### config.mk
export PLATFORM = sky130hd
export DESIGN_NAME = gpio_in_filter
export DESIGN_NICKNAME = d
export VERILOG_FILES = /design/src/rtl/gpio_in_filter.sv
export SDC_FILE = /design/constraint.sdc
export NUM_CORES = 1
export LEC_CHECK = 0
export BUFFER_PORTS_ARGS = -buffer_cell sky130_fd_sc_hd__buf_2
export CORE_ASPECT_RATIO = 0.8
export CORE_MARGIN = 2
export CORE_UTILIZATION = 60
export DETAILED_ROUTE_END_ITERATION = 12
export PLACE_DENSITY = 0.8
export SETUP_SLACK_MARGIN = 0.05
export SLEW_MARGIN = 20
export SYNTH_ARGS = -nofsm -noshare
export SYNTH_HDL_FRONTEND = slang
export SYNTH_SLANG_ARGS = --single-unit
### constraint.sdc
create_clock -name clk -period 3 [get_ports clk]
set_input_delay 0.6 -clock clk [delete_from_list [all_inputs] [get_ports clk]]
set_output_delay 0.6 -clock clk [all_outputs]
set_load 0.02 [all_outputs]
### src/rtl/gpio_in_filter.sv
// Per-pin GPIO input conditioner: 2-FF synchronizer, stability filter, edge strobes and sticky events.
// Pin step reaches filt_out cfg_limit+3 edges later; no handshakes, every input is sampled each cycle.
module gpio_in_filter #(
  parameter int WIDTH = 8,
  parameter int CNT_W = 16
) (
  input  logic             clk,
  input  logic             rst_n,
  input  logic [WIDTH-1:0] pin_in,
  input  logic [CNT_W-1:0] cfg_limit,
  input  logic [WIDTH-1:0] cfg_rise_en,
  input  logic [WIDTH-1:0] cfg_fall_en,
  input  logic [WIDTH-1:0] evt_clr,
  output logic [WIDTH-1:0] filt_out,
  output logic [WIDTH-1:0] rise_pulse,
  output logic [WIDTH-1:0] fall_pulse,
  output logic [WIDTH-1:0] evt_status,
  output logic             irq
);

  logic [WIDTH-1:0] s1, s2, filt, rise_q, fall_q, evt;
  logic [CNT_W-1:0] cnt [WIDTH];
  logic [WIDTH-1:0] accept;

  // A pin is accepted once it has disagreed with filt for more than cfg_limit cycles.
  always_comb begin
    accept = '0;
    for (int i = 0; i < WIDTH; i++) begin
      accept[i] = (s2[i] != filt[i]) && (cnt[i] >= cfg_limit);
    end
  end

  always_ff @(posedge clk or negedge rst_n) begin
    if (!rst_n) begin
      s1 <= '0;
      s2 <= '0;
    end else begin
      s1 <= pin_in;
      s2 <= s1;
    end
  end

  always_ff @(posedge clk or negedge rst_n) begin
    if (!rst_n) begin
      for (int i = 0; i < WIDTH; i++) begin
        cnt[i] <= '0;
      end
      filt   <= '0;
      rise_q <= '0;
      fall_q <= '0;
      evt    <= '0;
    end else begin
      for (int i = 0; i < WIDTH; i++) begin
        if (s2[i] == filt[i] || accept[i]) begin
          cnt[i] <= '0;
        end else begin
          cnt[i] <= cnt[i] + CNT_W'(1);
        end
      end
      filt   <= filt ^ accept;
      // Strobes are registered alongside filt so they coincide with the new level.
      rise_q <= accept & s2;
      fall_q <= accept & ~s2;
      evt    <= (evt & ~evt_clr) | (rise_q & cfg_rise_en) | (fall_q & cfg_fall_en);
    end
  end

  assign filt_out   = filt;
  assign rise_pulse = rise_q;
  assign fall_pulse = fall_q;
  assign evt_status = evt;
  assign irq        = |evt;

endmodule

==> impl_results.md <==
- DR vias: 8,109
- Final min period: 2.483 ns
- Clock sink count: 176
- I/O Buffers: 82
- Tot GR Track Use: 28.89%
- CTS tree: yes
- Postcts setup bufs: 0
- Yosys warns: 0
- First-pass GRT wire length: 41,110 µm
- Peak VDD IR: 0.2836 mV
- Layout Skew: 0.003764 ns
- FP Rows: 43
- Crit path launch type: input port
- Finished Layout Cells: 1,383
- Share of cells above drive strength 1: 15.56%
- Initial antenna violation count: 0
- Hold crit path type: in -> async
- Synth Register Bits: 176
- Leak: 0.005797 µW
- Register Area: 0.004404 mm²
- Pin count of the biggest net entering global routing: 67
- P&R area growth vs syn: 14.29%
- Longest Clk Path Bufs: 2
- Prevailing post-synth register cell: dfrtp_1
- Number of setup violations in the final report: 0
- Core ar.: 0.01722 mm²
- Initial DRT Pass Iterations: 6
- DP Cell Count: 1,350
- Die Area: 0.01855 mm²
- H-tree depth: 4
- Max-cap violations: 0
- Setup TNS: 0 ns
- Worst Path Required: 3.33 ns
- Max Slew Vio Count: 0
- Arrival time worst endpoint: 2.81 ns
- Die W: 151.8 µm
- GRT Residual Overflow: 0
- Iteration-0 DRC Markers: 524
- Number of global-route vias before repair: 8,280
- Final wirelength: 24,750 µm
- Synthesized cell area: 0.01048 mm²
- Clock-pin slew on the worst setup and hold paths: 0.07 ns
- GPL Wtd Cong: 0.8391
- Worst slew pin tran: 0.9593 ns
- CP Class: in -> reg
- IO Pins: 83
- Root buf cell: clkbuf_16
- Post-synth EDFFs: 0
- # hold bufs at CTS: 0
- DR vias/cell: 5.863
- Seq/Total Area, Yosys: 42.02%
- Count of final hold-check violations: 0
- Util after Layout: 69.58%
- Fmax: 402.8 MHz
- Fill count: 1,264
- Starting Density: 60.88%
- PD cells: 444.8 mW/mm²
- Critical Path Sink Type: flop
- Max-Slew Margin vs Limit: 35.46%
- RSZ-0062 raised after global routing: no
- Synth cell types: 52
- PostCTS Resize Cnt: 0
- Post-route ant nets: 0
- Hold_ws: 0.1079 ns
- Cells after synthesis: 1,028
- Fin crit share: 82.75%
- DP HPWL: 17,580 µm
- Drt wl/cell: 17.89 µm
- Post-route DRC: 0
- Status: complete, no violations
- Inserted Clock Buffers: 17
- Multi-input combinational cell area: 0.005779 mm²
- Nets: 1,330
- FFs w/ async S/R, synth: 100.0%
- Syn_nets: 1,214
- Worst Path Max Fanout: 5
- Chip height: 122.2 µm
- Skew-Pair Late Insertion Delay: 0.44 ns
- Avg Cell Area, Syn: 10.20 µm²
## per-layer routing
layer	track usage [%]	part of all wire [%]
met2	47.94	48
met5	0	0
met1	36.53	43
met3	5.613	5.7
met4	13.83	3.7
## flip-flops by register name (all words and copies together), names as in the netlist, named ones only
register	cells
fall_pulse	8
cnt	128
evt_status	8
s1	8
rise_pulse	8
s2	8
## cells in the mapped netlist, types with 4 or more instances
cell type  number  share of area (%)
nand3_1        59                2.8
nand2_1        56                2.0
ha_1          136                 16
nor3b_1        12               0.86
a31oi_1         4               0.24
o21ai_0        22                1.1
and4_1         11               0.92
xnor2_1        57                4.8
nor2_1        140                5.0
nor3_1         24                1.1
and3_1         22                1.3
nor2_2          4               0.24
a2111o_1        4               0.43
o21a_1          8               0.57
o211ai_1       10               0.72
dfrtp_1       176                 42
nand2b_1        7               0.42
or4_1           7               0.50
mux2_2          8               0.86
xor2_1         63                5.3
clkbuf_1        6               0.21
nor2_4         16                1.7
a22oi_1         8               0.57
and3b_1         4               0.33
a21oi_1        32                1.5
nand4_1        31                1.9
inv_1          51                1.8
nor4_1          7               0.42
## cells by family (layout without fill, tap and decap cells)
kind of cell,after synthesis,in the layout,synth area share (%)
compound gates,112,112,7.521
xor+xnor,120,120,10.03
fa+ha+maj,136,136,16.23
buf+inv,65,194,2.841
flops,176,176,42.02
mux,8,8,0.8595
other cells,0,1,0
simple gates,411,411,20.50
## placed cells by master (no fill, tap or decap), drive strengths merged, types with 4 or more instances in the layout
cell       n
nor4       7
xor2      63
a2111o     4
and3      22
nand4     31
o211ai    10
a21oi     34
and4      11
nand2b    10
a22oi      8
dfrtp    176
clkbuf    20
nand2     56
nand3     59
inv       54
or4        7
bufinv     4
buf      111
ha       136
a31oi      4
mux2       8
and3b      4
nor3b     12
a2111oi    4
nor2     160
o21a       8
xnor2     57
o21ai     23
nor3      24
## final timing paths
path / start / endpoint / slack [ns] / cells past startpoint
max in group asynchronous: rst_n / s1[1] / 2.16 / 2
min: rst_n / asynchronous set/reset pin / 0.11 / 1
min in group clk: pin_in[5] / s1[5] / 0.26 / 1
max reg2reg: cnt[27] / cnt[20] / 0.63 / 7
max: cfg_limit[5] / flop / 0.52 / 9
min reg2reg: s1[2] / s2[2] / 0.35 / 0
## cell type report
class / instances / share of cell area (%)
Clock buffer: 20 / 3.812
Timing Repair Buffer: 111 / 5.713
Multi-Input combinational cell: 787 / 48.25
Sequential cell: 176 / 36.77
Clock inverter: 12 / 1.494
Tap cell: 225 / 2.350
Antenna cell: 1 / 0.02089
Inverter: 51 / 1.598
## worst max-delay path, stage by stage
cell and delay, ns:
buf_2 0.10, inv_1 0.29, buf_4 0.20, ha_1 0.24, a41oi_1 0.23, o21ai_0 0.13, a211oi_1 0.37, and3_1 0.29
mux2_2 0.35
## through the flow
step | area, µm² | total power (µW) | worst slack [ns]
6_report | 11980 | 5329 | 0.5174
5_1_grt | 11980 | 5515 | 0.4094
4_1_cts | 11980 | 5351 | 0.5846
3_5_place_dp | 11340 | 2952 | 0.1491
3_3_place_gp | 11340 | 2931 | 0.2150
2_1_floorplan | 10480 | 2745 | 0.4503
## power breakdown
group	internal [µW]	total (µW)	leakage (µW)	switching (µW)
registers	2410	2460	0.00240	48.9
clock network	1440	2420	0.000303	973
logic	187	453	0.00309	266
total	4040	5330	0.00580	1290
No activity file was read; power rests on OpenSTA's default activity.
